==> src/rtl/capture_engine.sv <==
// Logic-analyzer capture core: probe sampling at a divided rate, a pre-trigger ring FIFO,
// an edge trigger on one channel, and oldest-first valid/ready streaming of the capture.
module capture_engine #(
  parameter int SAMPLE_DIV    = 25,
  parameter int FIFO_DEPTH    = 16,
  parameter int PRE_DEPTH     = 8,
  parameter int TOTAL_SAMPLES = 304
) (
  input  logic       clk,
  input  logic       rst,
  input  logic [7:0] probe,
  input  logic       cmd_arm,
  input  logic       cmd_reset,
  input  logic [2:0] trig_ch,
  input  logic       trig_mode,
  input  logic       debug_en,
  output logic       armed,
  output logic       captured,
  output logic       cap_start,
  output logic       overrun,
  output logic [2:0] dbg_cap_state,
  output logic [3:0] dbg_bram_count,
  output logic       dbg_trigger_edge,
  output logic [7:0] out_data,
  output logic       out_valid,
  input  logic       out_ready,
  output logic       out_last
);
  localparam int AW    = $clog2(FIFO_DEPTH);
  localparam int CW    = AW + 1;
  localparam int DW    = $clog2(SAMPLE_DIV);
  localparam int NPOST = TOTAL_SAMPLES - PRE_DEPTH;
  localparam int KW    = $clog2(NPOST + 1);

  typedef enum logic [2:0] {
    S_IDLE = 3'd0, S_FILL = 3'd1, S_ARMED = 3'd2, S_POST = 3'd3, S_DONE = 3'd4
  } state_e;

  state_e          state_q, state_d;
  logic [7:0]      probe_s1_q, probe_s2_q, pat_q;
  logic [DW-1:0]   div_q;
  logic            prev_q, prev_vld_q, prev_vld_d;
  logic [2:0]      trig_ch_q;
  logic            trig_mode_q;
  logic [7:0]      mem [FIFO_DEPTH];
  logic [AW-1:0]   wr_q, rd_q, wr_d, rd_d;
  logic [CW-1:0]   count_q, count_d;
  logic [KW-1:0]   collected_q, collected_d;
  logic            overrun_q, overrun_d, cap_start_q, edge_q;
  logic [7:0]      out_data_q, out_data_d, sample, head;
  logic            out_valid_q, out_valid_d, out_last_q, out_last_d;
  logic            tick, cur_bit, edge_hit, hs, flush, arm_go, push, pop, push_ok;

  assign tick     = (div_q == DW'(SAMPLE_DIV - 1));
  assign sample   = debug_en ? pat_q : probe_s2_q;
  assign cur_bit  = sample[trig_ch_q];
  // prev_vld_q keeps the first tick after arm from matching against a stale prev_q
  assign edge_hit = tick && prev_vld_q &&
                    (trig_mode_q ? (prev_q && !cur_bit) : (!prev_q && cur_bit));
  assign hs       = out_valid_q && out_ready;
  assign arm_go   = cmd_arm && !cmd_reset;
  assign flush    = cmd_arm || cmd_reset;

  always_ff @(posedge clk or posedge rst) begin
    if (rst) state_q <= S_IDLE;
    else     state_q <= state_d;
  end

  always_comb begin
    state_d = state_q;
    if (cmd_reset)    state_d = S_IDLE;
    else if (cmd_arm) state_d = S_FILL;
    else begin
      case (state_q)
        S_FILL:  if (count_q == CW'(PRE_DEPTH)) state_d = S_ARMED;
        S_ARMED: if (edge_hit) state_d = S_POST;
        S_POST:  if (hs && out_last_q) state_d = S_DONE;
        default: ;
      endcase
    end
  end

  always_comb begin
    armed         = (state_q == S_FILL) || (state_q == S_ARMED);
    captured      = (state_q == S_DONE);
    dbg_cap_state = state_q;
  end

  always_comb begin
    push        = 1'b0;
    pop         = 1'b0;
    collected_d = collected_q;
    overrun_d   = overrun_q;
    prev_vld_d  = prev_vld_q || tick;
    if (!flush && tick) begin
      case (state_q)
        S_FILL:  push = (count_q < CW'(PRE_DEPTH));
        S_ARMED: begin
          push = 1'b1;
          pop  = !edge_hit;
          if (edge_hit) collected_d = KW'(1);
        end
        S_POST: if (collected_q < KW'(NPOST)) begin
          push        = 1'b1;
          collected_d = collected_q + KW'(1);
        end
        default: ;
      endcase
    end
    if (!flush && state_q == S_POST && hs) pop = 1'b1;
    // a pop in the same clk frees the slot, so a full FIFO still accepts
    push_ok = push && ((count_q != CW'(FIFO_DEPTH)) || pop);
    if (push && !push_ok) overrun_d = 1'b1;
    wr_d    = wr_q + AW'(push_ok);
    rd_d    = rd_q + AW'(pop);
    count_d = count_q + CW'(push_ok) - CW'(pop);
    if (flush) begin
      wr_d    = '0;
      rd_d    = '0;
      count_d = '0;
    end
    if (arm_go) begin
      collected_d = '0;
      overrun_d   = 1'b0;
      prev_vld_d  = 1'b0;
    end
    // output stage mirrors the post-update FIFO head; bypass when the push lands at the head
    head        = (push_ok && wr_q == rd_d) ? sample : mem[rd_d];
    out_valid_d = (state_d == S_POST) && (count_d != '0);
    out_data_d  = out_valid_d ? head : 8'h00;
    out_last_d  = out_valid_d && (collected_d == KW'(NPOST)) && (count_d == CW'(1));
  end

  always_ff @(posedge clk or posedge rst) begin
    if (rst) begin
      probe_s1_q  <= '0;
      probe_s2_q  <= '0;
      div_q       <= '0;
      pat_q       <= '0;
      prev_q      <= 1'b0;
      prev_vld_q  <= 1'b0;
      trig_ch_q   <= '0;
      trig_mode_q <= 1'b0;
      wr_q        <= '0;
      rd_q        <= '0;
      count_q     <= '0;
      collected_q <= '0;
      overrun_q   <= 1'b0;
      cap_start_q <= 1'b0;
      edge_q      <= 1'b0;
      out_data_q  <= '0;
      out_valid_q <= 1'b0;
      out_last_q  <= 1'b0;
    end else begin
      probe_s1_q  <= probe;
      probe_s2_q  <= probe_s1_q;
      div_q       <= tick ? '0 : div_q + DW'(1);
      if (tick) pat_q <= pat_q + 8'd1;
      if (tick && !arm_go) prev_q <= cur_bit;
      prev_vld_q  <= prev_vld_d;
      if (arm_go) begin
        trig_ch_q   <= trig_ch;
        trig_mode_q <= trig_mode;
      end
      wr_q        <= wr_d;
      rd_q        <= rd_d;
      count_q     <= count_d;
      collected_q <= collected_d;
      overrun_q   <= overrun_d;
      cap_start_q <= arm_go;
      edge_q      <= edge_hit && (state_q != S_IDLE);
      out_data_q  <= out_data_d;
      out_valid_q <= out_valid_d;
      out_last_q  <= out_last_d;
    end
  end

  always_ff @(posedge clk) begin
    if (push_ok) mem[wr_q] <= sample;
  end

  assign cap_start        = cap_start_q;
  assign overrun          = overrun_q;
  assign dbg_bram_count   = (count_q > CW'(15)) ? 4'd15 : 4'(count_q);
  assign dbg_trigger_edge = edge_q;
  assign out_data         = out_data_q;
  assign out_valid        = out_valid_q;
  assign out_last         = out_last_q;

endmodule

==> config.mk <==
export PLATFORM = sky130hd
export DESIGN_NAME = capture_engine
export DESIGN_NICKNAME = d
export VERILOG_FILES = /design/src/rtl/capture_engine.sv
export SDC_FILE = /design/constraint.sdc
export NUM_CORES = 1
export LEC_CHECK = 0
export CAP_MARGIN = 20
export CORE_ASPECT_RATIO = 1.2
export CORE_MARGIN = 2
export CORE_UTILIZATION = 37
export DETAILED_ROUTE_END_ITERATION = 8
export PLACE_DENSITY = 0.65
export REMOVE_ABC_BUFFERS = 1
export SYNTH_ARGS = -nofsm -noshare
export SYNTH_HDL_FRONTEND = slang
export SYNTH_SLANG_ARGS = --single-unit
==> constraint.sdc <==
create_clock -name clk -period 13.7 [get_ports clk]
set_clock_uncertainty 0.15 [all_clocks]
set_input_delay 2.74 -clock clk [delete_from_list [all_inputs] [get_ports clk]]
set_output_delay 2.74 -clock clk [all_outputs]
set_load 0.02 [all_outputs]
Word level (Yosys, flattened, before mapping)
Memories as Yosys holds them, arrays and structs flattened.
Cells that the tools add are included.
{"block": "totals", "ff_bits": 73, "mem_bits_rw": 128, "out_inout_bits": 22, "wordCells": 107, "memories": 1}
{"block": "classes", "n_addsub": 7, "n_lt_le_gt_ge": 4, "eq_ne": 11, "muxes": 33, "n_reduce_logical": 32}
{"name": "mem", "words": 16, "word_bits": 8, "rd": 1, "rd_clocked_by_memory_dff": 0, "write_ports": 1, "line": "45", "text": "logic [7:0] mem [FIFO_DEPTH];"}
{"op": "$mux W9", "count": 4}
{"op": "$mux W8", "count": 3}
{"op": "$logic_and A1 B1 Y1", "count": 18}
{"op": "$pmux W9 S2", "count": 1}
{"op": "$mux W3", "count": 5}
{"op": "$mux W1", "count": 12}
{"op": "$mux W4", "count": 3}
{"op": "$mux W5", "count": 2}
{"op": "$add A9 B1 Y9 const B", "count": 1}
{"op": "$eq A3 B2 Y1 const B", "count": 3}
{"op": "$eq A9 B9 Y1 const B", "count": 1}
{"op": "$lt A9 B9 Y1 const B", "count": 1}
{"op": "$pmux W3 S3", "count": 1}
{"op": "$add A4 B1 Y4", "count": 2}
{"op": "$add A8 B1 Y8 const B", "count": 1}
{"op": "$logic_not A1 Y1", "count": 7}
{"op": "$add A5 B1 Y5", "count": 1}
{"op": "$add A5 B1 Y5 const B", "count": 1}
{"op": "$eq A5 B1 Y1 const B", "count": 1}
{"op": "$eq A5 B4 Y1 const B", "count": 1}
{"op": "$eq A5 B5 Y1 const B", "count": 1}
{"op": "$gt A5 B4 Y1 const B", "count": 1}
{"op": "$lt A5 B4 Y1 const B", "count": 1}
{"op": "$ne A5 B5 Y1 const B", "count": 1}
{"op": "11 further kinds", "count": 14}

Longest topological paths before layout
{"block": "logic_depth", "depth_word": 20, "ltp_mapped": 21}

Worst setup path after synthesis
OpenSTA, ideal clock, no wires.
{"block": "synth_path", "path_kind": "input-to-reg", "startpoint": "input cmd_reset", "endpoint": "register out_data_q[0], in the netlist out_data[0]", "setup_ns": 0.121, "t_arrival_ns": 6.515, "path_slack_ns": 6.914, "cell_stages": 18, "path_buffers": 3, "path_cell_list": "or2_2 clkbuf_1 or3_1 a311oi_1 o21ai_2 buf_2 o21ai_0 ha_1 inv_1 fa_1 nand2b_1 a21oi_1 or4_1 nand3b_1 or3_1 o211a_1 buf_2 nor2b_1"}
{"block": "synth_via", "elab_chain_cells": 13, "word_cells_on_any_way": 24, "classes_between": "add/sub: 3; eq/ne: 2; mux: 8; reduce/logical: 10; memory: 1"}
{"element": "start: declaration", "line": "13", "text": "input logic cmd_reset,"}
{"element": "$logic_or A1 B1 Y1", "line": "62", "text": "assign flush = cmd_arm || cmd_reset;"}
{"element": "$logic_not A1 Y1", "line": "95, 110"}
{"element": "$logic_and A1 B1 Y1, on equally long branches", "line": "95, 110"}
{"element": "$mux W1 or $logic_and A1 B1 Y1 (tied branches)", "line": "95, 110"}
{"element": "$mux W1", "line": "110", "text": "if (!flush && state_q == S_POST && hs) pop = 1'b1;"}
{"element": "$logic_or A1 B1 Y1", "line": "112", "text": "push_ok = push && ((count_q != CW'(FIFO_DEPTH)) || pop);"}
{"element": "$logic_and A1 B1 Y1", "line": "112"}
{"element": "$add A5 B1 Y5", "line": "116", "text": "count_d = count_q + CW'(push_ok) - CW'(pop);"}
{"element": "$sub A5 B1 Y5", "line": "116"}
{"element": "$mux W5", "line": "117", "text": "if (flush) begin"}
{"element": "$reduce_bool A5 Y1", "line": "129", "text": "out_valid_d = (state_d == S_POST) && (count_d != '0);"}
{"element": "$logic_and A1 B1 Y1 (*)", "line": "129"}
{"element": "via out_valid_d", "line": "51", "text": "logic out_valid_q, out_valid_d, out_last_q, out_last_d;"}
{"element": "$mux W8 (*)", "line": "130", "text": "out_data_d = out_valid_d ? head : 8'h00;"}
{"element": "via out_data_d[0]", "line": "50", "text": "logic [7:0] out_data_q, out_data_d, sample, head;"}
{"element": "end signal: assignment", "line": "172", "text": "out_data_q <= out_data_d;"}
{"element": "end: declaration", "line": "50"}
The timed path passes the listed nets; every way through them passes the cells marked *.
A chain may end at the register's enable or synchronous reset.

Worst setup path after layout
{"block": "layout_path", "startpoint": "input debug_en", "endpoint": "register out_data_q[3], in the netlist out_data[3]"}
{"block": "layout_via", "elab_chain_cells": 19, "word_cells_on_any_way": 31, "classes_between": "add/sub: 3; eq/ne: 2; mux: 15; reduce/logical: 10; memory: 1"}
{"element": "start: declaration", "line": "16", "text": "input logic debug_en,"}
{"element": "$mux W8 (*)", "line": "55", "text": "assign sample = debug_en ? pat_q : probe_s2_q;"}
{"element": "$bmux W1 S3", "line": "56", "text": "assign cur_bit = sample[trig_ch_q];"}
{"element": "$mux W1 (implied by the code)", "line": "56"}
{"element": "$logic_not A1 Y1", "line": "59", "text": "(trig_mode_q ? (prev_q && !cur_bit) : (!prev_q && cur_bit));"}
{"element": "$logic_and A1 B1 Y1", "line": "59"}
{"element": "$mux W1", "line": "59"}
{"element": "$logic_and A1 B1 Y1", "line": "58", "text": "assign edge_hit = tick && prev_vld_q &&"}
{"element": "$logic_not A1 Y1", "line": "100", "text": "pop = !edge_hit;"}
{"element": "(+4 left out)"}
{"element": "$logic_and A1 B1 Y1", "line": "112"}
{"element": "$add A5 B1 Y5", "line": "116"}
{"element": "$sub A5 B1 Y5", "line": "116"}
{"element": "$mux W5", "line": "117"}
{"element": "$reduce_bool A5 Y1", "line": "129"}
{"element": "$logic_and A1 B1 Y1", "line": "129"}
{"element": "$mux W8 (*)", "line": "130"}
{"element": "via out_data_d[3]", "line": "50"}
The timed path passes the listed nets; every way through them passes the cells marked *. The select of a mux whose other input is x is not followed.

==> results.txt <==
----------------------------------------------------
[Place]
  Number of buffers added on ports ... 39
  Final Wtd Congestion ... 0.8538
  HPWL Detailed ... 14210 um
  Dpl ws ... 4883 ps

[GRT]
  Tot GR Track Use ... 16.94%
  Remaining Overflow, GRT ... 0
  Wire length of the first global-routing pass ... 33770 um
  Number of global-route vias before repair ... 5969
  Pin count of the biggest net entering global routing ... 74
  Antenna violations before repair ... 0

[Final layout]
  Relative area change from synthesis to final layout ... 16.44%
  Number of nets in the final layout ... 812
  Layout cell share with drive strength beyond 1 ... 9.608%
  Top library cells by usage in the layout, fill and taps aside ... 128 x edfxtp_1, 120 x nand2_1, 73 x dfrtp_1
  Ant. Diodes ... 0
  Most common library cell in the layout ignoring fill and taps ... edfxtp_1

[Clock network]
  CTS tree ... built
  Clock input transition at the sequential cells of the worst setup and hold paths ... 60 ps
  Cts repair resizes ... 0
  Clock latency of the later-clocked register in the worst-skew pair ... 500 ps
  Number of setup buffers added after CTS ... 0
  Number of sinks driven by the clock tree ... 201
  Count of hold buffers inserted by post-cts repair ... 0
  Clock Tree Root ... clkbuf_16
  Inserted Clock Buffers ... 22
  H-tree levels ... 1
  Max Root-Sink Buffers ... 3

[Yosys]
  Post-synthesis compound-gate area fraction ... about a tenth
  Ys flop type ... edfxtp_1
  Share of synthesized registers carrying an async set or reset ... approximately 36%
  Flops & latches, synth ... 201
  Synthesized-area fraction occupied by adder cells ... 2.728%
  Post-synth EDFFs ... 128
  Count of mapped cells out of synthesis ... 734
  Mean instance size in the synthesized netlist ... about 12 um2
  Proportion of synthesized chip area in sequential cells ... between 60% and 70%
  Count of warnings emitted by yosys ... 0
  Combinational family with the most area after synthesis ... simple AND/OR/NAND/NOR gates
  Post-synth design cell area ... ~9000 um2
  Post-synthesis cell type count ... 62
  Fraction of synthesized cell area in xor and xnor cells ... just under 2%
  Area fraction in and, or, nand and nor cells after synthesis ... 14.49%
  Multiplexer share of the synthesized area ... 5.359%

[Run status]
  Status ... completed

[Detailed routing]
  First-pass iteration count of the detailed router ... 7
  Remaining DRCs ... 0
  Final routed wirelength across all metal layers ... 21380 um
  Via density per instance ... 5.347
  Final antenna-violating net count ... 0
  Detailed router's first-iteration violation count ... 337
  Vias post-DR ... 5941
  Average wire per standard cell ... 19.25 um

[Timing]
  Total of endpoints with negative setup slack in the final report ... 0
  Setup TNS Final ... 0 ps
  RSZ-0062 raised after global routing ... no
  Final worst-path setup slack ... 5453 ps
  Highest clock rate ... 0.1213 GHz
  Number of slew-limit violations in the final report ... 0
  Count of endpoints failing hold in the final timing report ... 0
  Post-route clock period utilization ... roughly three fifths
  Clock period minus final worst setup slack ... 8247 ps
  Worst slew pin tran ... 1027 ps
  Normalized max-slew margin ... between 30% and 40%

[Setup path]
  Data arrival time at the worst-slack endpoint ... roughly 8500 ps
  Required @ worst endpoint ... 13940 ps
  Start-to-end type of the worst setup path ... in2reg
  Largest fanout on the critical path ... 49
  CP bufs+invs ... 3
  Slowest Stage Delay on Critical Path ... 1000 ps
  Critical-path cell with the highest stage delay ... clkinv_1
  Family with the most delay on the worst path ... buffers and inverters
  Critical path endpoint category ... flop
  Startpoint kind of the worst setup timing path ... primary input
  Series of cell instances along the critical path ... clkdlybuf4s50_1 -> mux4_2 -> mux2i_2 -> nand3_2 -> a32oi_1 -> inv_1 -> ha_2 -> or3b_2 -> clkinv_1 -> xnor2_1 -> and3_1 -> o2111ai_4 -> mux2i_1 -> nor2b_1

[Power]
  Total power draw ... roughly 1.3 mW
  Standby leakage power ... 3.850 nW
  P per Cell Area ... ~120 nW/um2
  Worst VDD drop ... 83.79 uV

[Die]
  Core area ... 23890 um2
  Area enclosed by the die boundary ... approximately 26000 um2
  Number of rows created at floorplan ... 62
  Number of top-level pins ... 40
  Starting Density ... 37.62%
  Die extent in x ... 146.3 um
  Vertical die dimension ... 174.7 um

[Min path]
  Tightest Hold Check Type ... reg2reg

[Run]
  Max-capacitance violation count ... 0

----------------------------------------------------
-- cell families (layout without fill, tap and decap cells) --
logic type | after synthesis | count (layout)
mux | 39 | 39
simple gates | 271 | 271
xor+xnor | 20 | 20
compound gates | 115 | 115
buf+inv | 69 | 126
fa+ha+maj | 19 | 19
flops | 201 | 201
-- path summary, 6_finish.rpt --
kind | cells after the start | from | slack (ps) | end
worst max-delay path | 14 | debug_en | 5450 | out_data[3]
worst min-delay path | 0 | probe_s1_q[5] | 200 | probe_s2_q[5]
worst max register to register | 14 | trig_ch_q[1] | 7180 | out_data[3]
worst min register to register | 0 | probe_s1_q[5] | 200 | probe_s2_q[5]
max in group asynchronous | 3 | rst | 10110 | count_q[2]
min in group asynchronous | 3 | rst | 2670 | dbg_trigger_edge
-- sequential cells by signal, indices dropped and copies added, names as in the netlist --
register and count:
wr_q 4, trig_mode_q 1, rd_q 4, collected_q 9, out_last 1, out_valid 1
dbg_trigger_edge 1, count_q 5, trig_ch_q 3, out_data 8, probe_s2_q 8, mem 128
cap_start 1, div_q 5, pat_q 8, overrun 1, dbg_cap_state 3, prev_vld_q 1
probe_s1_q 8, prev_q 1
-- where the power goes --
group / leakage (nW) / switching, mW / internal (mW)
combinational: 1.46 / 0.0250 / 0.0154
sequential: 2.06 / 0.00639 / 0.652
clock: 0.336 / 0.229 / 0.344
-- per-layer routing --
layer	global-route usage, %	share of wire, %
met3	2.167	4.1
met5	0	0
met1	21.18	42
met2	30.44	52
met4	5.583	2.5
-- worst register-to-register path: stages, from the launching register on --
cell	delay [ps]
dfrtp_1	500
mux4_1	610
mux4_2	540
mux2i_2	290
nand3_2	170
a32oi_1	360
inv_1	120
ha_2	620
or3b_2	800
clkinv_1	1010
xnor2_1	420
and3_1	230
o2111ai_4	260
mux2i_1	280
nor2b_1	70
-- through the flow --
stage / utilization (%) / instance area (um2) / cells / hold WS, ps
after floorplan: - / 8816 / 691 / 181.2
after global routing: 43.81 / 10470 / 1111 / 206.4
after CTS: 43.78 / 10460 / 1110 / 199.0
final: 43.81 / 10470 / 1111 / 196.7
after detailed placement: 40.83 / 9754 / 1070 / 185.6
after global placement: 40.73 / 9732 / 1066 / 186.1
-- cells in the mapped netlist, drive strengths merged, types with 4 or more instances --
cell | n | area (um2)
mux4 | 5 | 127.6
nor2 | 29 | 108.9
nor3 | 15 | 75.07
mux2i | 26 | 264.0
clkbuf | 36 | 135.1
and3 | 6 | 37.54
dfrtp | 73 | 1827
nand3 | 29 | 150.1
nor4 | 11 | 68.82
edfxtp | 128 | 3844
a311oi | 28 | 245.2
a211oi | 18 | 135.1
nand4 | 6 | 37.54
mux2 | 8 | 90.09
a31oi | 14 | 87.58
inv | 24 | 90.09
a41oi | 4 | 35.03
buf | 7 | 37.53
xor2 | 5 | 43.79
a21oi | 19 | 95.09
nor2b | 27 | 168.9
o21ai | 15 | 78.83
xnor2 | 15 | 131.4
and2 | 4 | 26.28
nand2b | 5 | 31.28
nand2 | 120 | 450.4
ha | 18 | 225.2
-- cell type report --
cell class | instances | area [um2]
timing repair buffer | 60 | 538.0
clock inverter | 13 | 116.4
inverter | 26 | 97.59
fill | 2238 | 13430
multi-input combinational | 464 | 3053
tap | 320 | 400.4
clock buffer | 27 | 590.6
sequential | 201 | 5670
(Power assumes the default switching activity.)
